[config.mk]
export PLATFORM = sky130hd
export DESIGN_NAME = wb_arbiter
export DESIGN_NICKNAME = d
export VERILOG_FILES = /design/src/rtl/wb_arbiter.sv
export SDC_FILE = /design/constraint.sdc
export NUM_CORES = 1
export LEC_CHECK = 0
export CORE_MARGIN = 4
export CORE_UTILIZATION = 42
export DETAILED_ROUTE_END_ITERATION = 10
export DONT_BUFFER_PORTS = 1
export GPL_ROUTABILITY_DRIVEN = 0
export PLACE_DENSITY = 0.71
export RECOVER_POWER = 50
export SETUP_SLACK_MARGIN = 0.05
export SLEW_MARGIN = 20
export SYNTH_ARGS = -nofsm -noshare
export SYNTH_HDL_FRONTEND = slang
export SYNTH_SLANG_ARGS = --single-unit
export TNS_END_PERCENT = 10
[constraint.sdc]
create_clock -name clk_i -period 3.9 [get_ports clk_i]
set_input_delay 0.78 -clock clk_i [delete_from_list [all_inputs] [get_ports clk_i]]
set_output_delay 0.78 -clock clk_i [all_outputs]
set_load 0.005 [all_outputs]
[src/rtl/wb_arbiter.sv]
// Register-file write-port arbiter between the single-cycle pipeline and a buffered multi-cycle unit.
// Latency: one cycle from the winning request to reg_write_en_o/rd_label_o/wr_data_o.
// Backpressure: the pipeline is never stalled; the MDU is held off via mdu_ready_o when the buffer is full.
module wb_arbiter #(
    parameter int DEPTH        = 2,
    parameter int STARVE_LIMIT = 4
) (
    input  logic        clk_i,
    input  logic        rst_i,
    input  logic        pipe_valid_i,
    input  logic [4:0]  pipe_rd_i,
    input  logic [31:0] pipe_data_i,
    input  logic        mdu_valid_i,
    input  logic [4:0]  mdu_rd_i,
    input  logic [31:0] mdu_data_i,
    output logic        mdu_ready_o,
    output logic        reg_write_en_o,
    output logic [4:0]  rd_label_o,
    output logic [31:0] wr_data_o,
    output logic [31:0] pending_mask_o,
    output logic        drain_req_o
);

    localparam int AW = $clog2(DEPTH);
    localparam int CW = $clog2(DEPTH + 1);
    localparam logic [CW-1:0] FULL_CNT  = CW'(DEPTH);
    localparam logic [2:0]    AGE_LIMIT = 3'(STARVE_LIMIT);

    logic [4:0]       ent_rd   [DEPTH];
    logic [31:0]      ent_data [DEPTH];
    logic [DEPTH-1:0] ent_vld;
    logic [DEPTH-1:0] ent_kill;
    logic [AW-1:0]    rptr;
    logic [AW-1:0]    wptr;
    logic [CW-1:0]    count;
    logic [2:0]       age;

    logic pipe_req;
    logic push;
    logic empty;
    logic head_kill;
    logic pop;
    logic head_wr;
    logic bypass;
    logic alloc;

    // Per-cycle arbitration decisions, all derived from registered buffer state plus this cycle's requests.
    always_comb begin
        pipe_req    = pipe_valid_i && (pipe_rd_i != 5'd0);
        mdu_ready_o = (count < FULL_CNT);
        push        = mdu_valid_i && mdu_ready_o;
        empty       = (count == '0);
        head_kill   = ent_kill[rptr];
        // A killed head leaves regardless of the pipe; a live head leaves only when it wins the port.
        pop         = !empty && (head_kill || !pipe_req);
        head_wr     = !empty && !head_kill && !pipe_req;
        bypass      = !pipe_req && empty && push && (mdu_rd_i != 5'd0);
        // x0 results and results already overwritten by a same-cycle pipe write are swallowed.
        alloc       = push && (mdu_rd_i != 5'd0)
                      && !(pipe_req && (mdu_rd_i == pipe_rd_i)) && !bypass;
    end

    // Scoreboard of registers with a live buffered write outstanding.
    always_comb begin
        pending_mask_o = '0;
        for (int i = 0; i < DEPTH; i++) begin
            if (ent_vld[i] && !ent_kill[i]) begin
                pending_mask_o[ent_rd[i]] = 1'b1;
            end
        end
    end

    assign drain_req_o = (age >= AGE_LIMIT);

    // Entry payload storage; validity is tracked separately so payload needs no reset.
    always_ff @(posedge clk_i) begin
        if (alloc) begin
            ent_rd[wptr]   <= mdu_rd_i;
            ent_data[wptr] <= mdu_data_i;
        end
    end

    // Buffer control: squash, pop, push and occupancy bookkeeping.
    always_ff @(posedge clk_i or posedge rst_i) begin
        if (rst_i) begin
            ent_vld  <= '0;
            ent_kill <= '0;
            rptr     <= '0;
            wptr     <= '0;
            count    <= '0;
        end else begin
            // A newer pipe write to the same register makes the buffered result stale.
            for (int i = 0; i < DEPTH; i++) begin
                if (pipe_req && ent_vld[i] && (ent_rd[i] == pipe_rd_i)) begin
                    ent_kill[i] <= 1'b1;
                end
            end
            if (pop) begin
                ent_vld[rptr]  <= 1'b0;
                ent_kill[rptr] <= 1'b0;
                rptr           <= rptr + AW'(1);
            end
            if (alloc) begin
                ent_vld[wptr]  <= 1'b1;
                ent_kill[wptr] <= 1'b0;
                wptr           <= wptr + AW'(1);
            end
            if (alloc && !pop) begin
                count <= count + CW'(1);
            end else if (pop && !alloc) begin
                count <= count - CW'(1);
            end
        end
    end

    // Head-age counter: how long a live head has been denied the port.
    always_ff @(posedge clk_i or posedge rst_i) begin
        if (rst_i) begin
            age <= 3'd0;
        end else if (pop || empty) begin
            age <= 3'd0;
        end else if (!head_kill && (age != 3'd7)) begin
            age <= age + 3'd1;
        end
    end

    // Registered write port: pipe first, then the buffer head, then an MDU bypass.
    always_ff @(posedge clk_i or posedge rst_i) begin
        if (rst_i) begin
            reg_write_en_o <= 1'b0;
            rd_label_o     <= 5'd0;
            wr_data_o      <= 32'd0;
        end else if (pipe_req) begin
            reg_write_en_o <= 1'b1;
            rd_label_o     <= pipe_rd_i;
            wr_data_o      <= pipe_data_i;
        end else if (head_wr) begin
            reg_write_en_o <= 1'b1;
            rd_label_o     <= ent_rd[rptr];
            wr_data_o      <= ent_data[rptr];
        end else if (bypass) begin
            reg_write_en_o <= 1'b1;
            rd_label_o     <= mdu_rd_i;
            wr_data_o      <= mdu_data_i;
        end else begin
            reg_write_en_o <= 1'b0;
        end
    end

endmodule

# [After elaboration in Yosys (flattened, before gate mapping)]
# Memories as Yosys holds them, arrays and structs flattened.
# Index checks and enable logic that the tools add are counted.
[totals] in_bits=78 ramBits=74 n_memories=2 output_inout_bits=72 word_cells=112 ff_bits=49
[mem_list] name="ent_data" words=2 width=32 read_ports=1 rd_ports_with_merged_regs=0 wr=1 line_no="30" text="logic [31:0] ent_data [DEPTH];"
[mem_list] name="ent_rd" words=2 width=5 read_ports=3 rd_ports_with_merged_regs=0 wr=1 line_no="29" text="logic [4:0] ent_rd [DEPTH];"
[classes] mux=33 n_eq_ne=4 addsub=5 order_cmp=10 reduce_logical=42 bitwise_logic=7
[ops] operator="32-bit two-way mux" count=5
[ops] operator="32-bit OR" count=1
[ops] operator="1-bit logical AND" count=25
[ops] operator="5-bit == test" count=3
[ops] operator="5-bit two-way mux" count=3
[ops] operator="1-bit two-way mux" count=13
[ops] operator="5-bit by 6-bit < comparator with 1-bit output (second input constant)" count=2
[ops] operator="2-bit two-way mux" count=6
[ops] operator="1-bit demux with 5-bit select" count=2
[ops] operator="5-bit by 1-bit greater-or-equal comparator with 1-bit output (second input constant)" count=2
[ops] operator="5-bit nonzero test" count=2
[ops] operator="1-bit logical NOT" count=9
[ops] operator="2-bit AND" count=3
[ops] operator="3-bit two-way mux" count=2
[ops] operator="1-bit by 2-bit < comparator with 1-bit output (second input constant)" count=2
[ops] operator="2-bit NOT" count=2
[ops] operator="2-bit nonzero test" count=2
[ops] operator="3-bit by 1-bit adder with 3-bit output (second input constant)" count=1
[ops] operator="3-bit greater-or-equal comparator (second input constant)" count=1
[ops] operator="3-bit != test (second input constant)" count=1
[ops] operator="3-bit nonzero test" count=1
[ops] operator="1-bit adder (second input constant)" count=2
[ops] operator="2-bit by 1-bit adder with 2-bit output (second input constant)" count=1
[ops] operator="1-bit demux with 1-bit select" count=2
[ops] operator="other kinds (6)" count=8

# [Depth between registers and ports, before layout]
# Gate-level depths: netlist of run 1.
[depth] depth_word=12 ltp_mapped=9 ltp_nobuf=8

# [Worst setup path after synthesis of run 1]
# Ideal clock, no wire load.
[synth_timing] path_type="input to register" startpoint="input pipe_rd_i[3]" endpoint="memory ent_data[1][0] (enable)" required_time_ns=3.418 setup_time_ns=0.482 path_stages=4 setup_slack_ns=-0.926 path_buffers=0 t_arrival_ns=4.344 cell_sequence="or4_4 > o21ai_4 > nor4_1 > nor3_1"
[synth_between] elab_chain_cells=10 elab_cells_between_ends=14 classes_between="eq/ne (1); mux (2); reduce/logical (11)"
[synth_rtl] item="start, declared" line_no="11" text="input logic [4:0] pipe_rd_i,"
[synth_rtl] item="5-bit nonzero test" line_no="49" text="pipe_req = pipe_valid_i && (pipe_rd_i != 5'd0);"
[synth_rtl] item="1-bit logical AND" line_no="49"
[synth_rtl] item="1-bit logical NOT" line_no="57" text="bypass = !pipe_req && empty && push && (mdu_rd_i != 5'd0);"
[synth_rtl] item="1-bit logical AND (3 in series)" line_no="57"
[synth_rtl] item="1-bit logical NOT" line_no="60" text="&& !(pipe_req && (mdu_rd_i == pipe_rd_i)) && !bypass;"
[synth_rtl] item="1-bit logical AND (*)" line_no="60"
[synth_rtl] item="1-bit two-way mux (*)" line_no="77" text="if (alloc) begin"
[synth_rtl] item="1-bit two-way mux (implied by the code) (*)" line_no="79" text="ent_data[wptr] <= mdu_data_i;"
[synth_rtl] item="end, declared" line_no="30"
# Mark *: on every way between the ends. The rest lies on a longest branch, timed or not.

==> out/metrics.cfg, run 1 <==
[flow_run]
cap_violations=1

[floorplanning]
io_pins=150
coreArea_um2=13200
die-area_um2=15500
die_h_um=124
fp.dieW_um=124
start_util=0.430
rows=42

[worst_setup_path]
crit_chain=inv_1 -> clkbuf_1
cp.required_ns=4.09
cpPeakStageDelay_ns=1.28
end_kind=asynchronous set/reset pin
startpoint_type=input pin
ff2ff_path_depth=6
r2r_setup_slack_ns=1.51
critPathKind=input pin to asynchronous set/reset pin
crit_family=buffers and inverters
crit_slowest_cell=clkbuf_1
r2r_start=count[0]
cp.arrival_ns=2.80
path_max_fanout=26
reg2reg_to=wr_data_o[0]
cp_num_buf_inv=2

[status]
status=finished, violations left
violations=capacitance limit, slew limit

[synthesis]
ys_warn_count=0
seq_area_frac_synth=0.606
synth_cell_types=41
syn_area_um2=5690
synthCells=486
post_synth.cell_area_avg_um2=11.7
synth_nets=568
ys_ff_latch=123

[grt]
grt_usage=0.186
grt_pass1_vias=4219
grt_overflow=0
antenna_found_initial=0
grt_first_pass_wirelength_um=23200
grt_max_degree=45

[placement]
hpwl_um=9760
placed_cell_area_um2=5860
pre_cts_ws_ns=1.08
place_inst=639
numPortBuffers=0

[clock_tree]
cts_sinks=123
htree_num_levels=4
post-cts-setup-buffers=0
clkTransAtPathRegs_ns=0.06
cts_root_buf=clkbuf_16
cts_buffers=17
clock_latency_ns=0.40
cts_hold_buf=0
cts.path.max_buffers=2
tritoncts=yes
cts_resized=0

[layout]
antenna_cells=0
num-fill-cells=1194
final_core_util=0.487
final_nets=564
synthToLayoutAreaGrowth_pct=13.4
drive_above_1_share=0.0990
instances_no_fill=671
final_area_um2=6450

[timing]
maxSlewHeadroom=-0.116
hold_viol=0
setup_violations=0
finalCriticalPeriod_ns=2.61
fin_worst_skew_ns=0.00804
drv_slew=27
setup_ws_ns=1.29
fin_crit_sh=0.669
max_clock_freq_mhz=383
tightest_slew_ns=1.67
hold_slack_ns=0.477
rsz0062_at_grt=no
tns_ns=0

[route]
dr.pass1.iters=4
vias=3951
route.detailed.drc=0
routed_wl_um=14100
viasPerCell=5.89
drt-initial-drc-count=171
wl_per_cell_um=21.1
postRouteAntennaNets=0

[min_path]
hp-start=mdu_data_i[13]
hold_path.class=input pin to flop
whs_path_depth=0
holdPathEnd=ent_data[0][13]

[power]
power_mw=4.66
power.density_nw_per_um2=722
p_leak_nw=2.43
peakVddDrop_mv=0.382

==> cell usage after synthesis (all sizes together) <==
cell | count | area (µm²)
nor4 | 3 | 18.8
xnor2 | 11 | 96.3
mux2i | 39 | 390
nand2 | 50 | 188
o21bai | 1 | 7.51
nand4 | 2 | 12.5
and3 | 1 | 6.26
mux2 | 1 | 11.3
inv | 6 | 22.5
or3b | 3 | 26.3
o22ai | 33 | 206
o21a | 2 | 15.0
clkbuf | 22 | 82.6
o211ai | 1 | 12.5
or4 | 3 | 26.3
or3 | 4 | 25.0
o221ai | 13 | 114
a21o | 1 | 7.51
buf | 12 | 72.6
or2 | 1 | 6.26
nand4b | 2 | 17.5
edfxtp | 74 | 2220
nand3b | 6 | 45.0
ha | 4 | 50.1
nor2 | 47 | 184
a21oi | 12 | 60.1
nand3 | 16 | 80.1
dfrtp | 49 | 1230
nor3 | 25 | 125
xor2 | 9 | 78.8
nand2b | 4 | 25.0
a221oi | 19 | 166
o21ai | 9 | 56.3
o31ai | 1 | 7.51
==> cell type report <==
class / instances / area (µm²) / share of cell area
clock buffer: 25 / 485 / 0.0752
clock inverter: 7 / 114 / 0.0176
inverter: 6 / 22.5 / 0.00349
multi-input combinational: 323 / 2080 / 0.323
sequential: 123 / 3450 / 0.535
tap: 176 / 220 / 0.0341
timing repair buffer: 11 / 78.8 / 0.0122
==> where the power goes <==
group	total, mW	switching (mW)	internal (mW)
Clock	1.57	0.520	1.05
Combinational	1.11	0.688	0.424
Sequential	1.97	0.238	1.73
Total	4.66	1.45	3.21
==> metal layers <==
layer,track usage,wire [µm],part of all wire,vias up
met5,0,0,0,-
met4,0.0503,184,0.013,0
met3,0.0695,1080,0.076,16
met2,0.319,6900,0.49,146
met1,0.221,5980,0.42,1969
li1,-,-,-,1820
==> cell usage in the layout, fill, tap and decap left out, drive strengths merged, types with 4 or more instances in the layout <==
master / instances
nand3: 16
clkbuf: 26
o221ai: 13
inv: 6
edfxtp: 74
xor2: 9
nor2: 47
buf: 10
nor3: 25
nand2: 50
nand2b: 4
nand3b: 6
or3: 4
xnor2: 11
a221oi: 19
ha: 4
o21ai: 9
clkinv: 4
a21oi: 12
mux2i: 39
o22ai: 33
dfrtp: 49
==> logic make-up after synthesis <==
| kind of cell | count (synthesis) | synth area share |
|---|---|---|
| AO/OA/AOI/OAI | 92 | 0.115 |
| XOR/XNOR | 20 | 0.0308 |
| adder cells (fa/ha/maj) | 4 | 0.00879 |
| buffers and inverters | 40 | 0.0312 |
| flip-flops | 123 | 0.606 |
| multiplexers | 40 | 0.0706 |
| AND/OR/NAND/NOR | 167 | 0.138 |
==> worst max path at each step <==
stage | start | end | slack [ns] | depth (start not counted)
2_1_floorplan | pipe_rd_i[3] | ent_data[0][0] | -0.92 | 4
3_3_place_gp | pipe_rd_i[3] | wr_data_o[8] | 1.14 | 6
3_5_place_dp | pipe_rd_i[3] | wr_data_o[21] | 1.08 | 6
4_1_cts | ent_kill[1] | pending_mask_o[20] | 1.37 | 3
5_1_grt | rst_i | wr_data_o[14] | 0.77 | 2
6_report | rst_i | wr_data_o[14] | 1.29 | 2
==> state kept, by name, indices dropped and copies added (netlist names) <==
register and flops:
age 3, count 2, ent_data 64, ent_kill 2, ent_rd 10, ent_vld 2, rd_label_o 5, reg_write_en_o 1
rptr 1, wptr 1, wr_data_o 32
No activity file was read; power rests on OpenSTA's default activity.
==> inputs of run 2 (changes only) <==
==> constraint.sdc (replaced) <==
create_clock -name clk_i -period 2.13 [get_ports clk_i]
set_input_delay 0.426 -clock clk_i [delete_from_list [all_inputs] [get_ports clk_i]]
set_output_delay 0.426 -clock clk_i [all_outputs]
set_load 0.005 [all_outputs]
==> out/metrics.cfg, run 2 (synthesized netlist as in run 1, its figures left out) <==
[floorplanning]
fp.dieW_um=124  ; unchanged
die_h_um=124  ; unchanged
io_pins=150  ; unchanged
coreArea_um2=13200  ; unchanged
die-area_um2=15500  ; unchanged
rows=42  ; unchanged
start_util=0.430  ; unchanged

[layout]
antenna_cells=0  ; unchanged
largestRegisters=ent_data: 64 flops, wr_data_o: 32 flops, ent_rd: 10 flops
final_nets=581  ; +3.0%
synthToLayoutAreaGrowth_pct=17.0
top_register=ent_data
largest_reg_flops=64  ; unchanged
most-common-layout-cells=edfxtp_1, nand2_1, dfrtp_1
layout_commonest_cell=edfxtp_1
drive_above_1_share=0.150  ; +0.0514

[timing]
finalCriticalPeriod_ns=2.09
tightest_slew_ns=1.32  ; -0.352 ns
tns_ns=0  ; unchanged
max_clock_freq_mhz=479
maxSlewHeadroom=0.119  ; +0.235
fin_worst_skew_ns=0.00633  ; -0.00171 ns
fin_crit_sh=0.979
hold_viol=0  ; unchanged
setup_violations=0  ; unchanged
rsz0062_at_grt=yes
drv_slew=0  ; -100%

[min_path]
whs_path_depth=0  ; unchanged
holdPathEnd=ent_data[0][4]
hp-start=mdu_data_i[4]
hold_path.class=input pin to flop

[worst_setup_path]
r2r_start=count[0]
critPathKind=flop to output pin
crit_family=simple AND/OR/NAND/NOR gates
reg2reg_to=ent_data[0][20]
path_max_fanout=8  ; -69%
crit_slowest_cell=dfrtp_1
r2r_setup_slack_ns=0.16  ; -1.35 ns
cp.arrival_ns=1.66  ; -1.14 ns
crit_chain=nand2b_1 -> or3_4 -> o22ai_1
cp_num_buf_inv=0  ; -2
cpPeakStageDelay_ns=0.41  ; -0.87 ns
startpoint_type=flop
end_kind=output pin
ff2ff_path_depth=5  ; -1
cp.required_ns=1.70  ; -2.39 ns

[clock_tree]
clock_latency_ns=0.42  ; +0.02 ns
clkTransAtPathRegs_ns=0.06  ; about the same
cts_sinks=123  ; unchanged
cts_root_buf=clkbuf_16
cts_buffers=17  ; unchanged
cts.path.max_buffers=2  ; unchanged
cts_hold_buf=0  ; unchanged
htree_num_levels=4  ; unchanged
tritoncts=yes

[grt]
grt_first_pass_wirelength_um=23300  ; +0.42%
grt_overflow=0  ; unchanged
grt_usage=0.192  ; +0.00569
grt_pass1_vias=4240  ; +0.50%
antenna_found_initial=0  ; unchanged
grt_max_degree=50  ; +11%

[route]
dr.pass1.iters=4  ; unchanged
drt-initial-drc-count=283  ; +65%
routed_wl_um=14500  ; +2.4%
wl_per_cell_um=21.0  ; -0.13%
route.detailed.drc=0  ; unchanged
vias=4023  ; +1.8%
postRouteAntennaNets=0  ; unchanged
viasPerCell=5.85  ; -0.69%

[power]
power.density_nw_per_um2=1290  ; +79%
p_leak_nw=2.51  ; +3.4%
power_mw=8.60  ; +85%
peakVddDrop_mv=0.735  ; +92%

[placement]
numPortBuffers=0  ; unchanged
hpwl_um=9960  ; +2.0%

[status]
status=finished clean

[flow_run]
cap_violations=0  ; -1

## run 2: cell count changes in the layout (fill, tap and decap cells not counted), moves of 3 or more
| cell | previous run | this run |
|---|---|---|
| clkinvlp_4 | 0 | 3 |
| clkbuf_1 | 6 | 2 |
| buf_12 | 0 | 5 |
| buf_4 | 10 | 22 |
## run 2: timing repair
| action | CTS | global route |
|---|---|---|
| resized for setup | 2 | 6 |
| hold endpoints to repair | 0 | 0 |
| buffers inserted | 0 | 3 |
| setup endpoints to repair | 8 | 52 |
| pin swaps | 0 | 3 |
## run 2: worst max-delay path by stage
stage,start,endpoint,slack (ns),depth (start not counted)
2_1_floorplan,pipe_rd_i[3],ent_data[1][0],-0.59,4
3_3_place_gp,mdu_rd_i[1],ent_data[0][12],-0.03,6
3_5_place_dp,mdu_rd_i[1],ent_data[0][24],-0.08,6
4_1_cts,ent_kill[0],pending_mask_o[20],0.04,3
5_1_grt,ent_kill[0],pending_mask_o[24],-0.03,3
6_report,ent_kill[0],pending_mask_o[16],0.04,3
## run 2: where the power goes
part           switching, mW  leakage, nW  internal (mW)
clock                   1.02        0.271           1.74
sequential             0.406         1.26           3.17
combinational           1.34        0.980          0.922
## run 2: final cells by class
class	count	area, µm²
Inverter	6	22.5
Clock buffer	20	447
Tap cell	176	220
Sequential cell	123	3450
Timing Repair Buffer	28	270
Multi-Input combinational cell	323	2130
Fill cell	1185	6580
Clock inverter	12	123
## run 2: layer usage
metal,part of all wire,up-vias,GRT usage
met5,0,-,0
met4,0.016,0,0.0703
met3,0.069,23,0.0750
met2,0.52,142,0.325
met1,0.40,1991,0.220
li1,-,1867,-
## run 2: per-stage QoR
step	setup slack [ns]	cells	hold slack (ns)	util	instance area (µm²)
floorplan	-0.586	486	0.460	-	5720
global placement	-0.0336	653	0.488	0.455	6020
detailed placement	-0.0805	653	0.489	0.455	6020
CTS	0.0419	685	0.0782	0.499	6600
global route	-0.0281	688	0.0684	0.503	6660
finish	0.0441	688	0.0964	0.503	6660
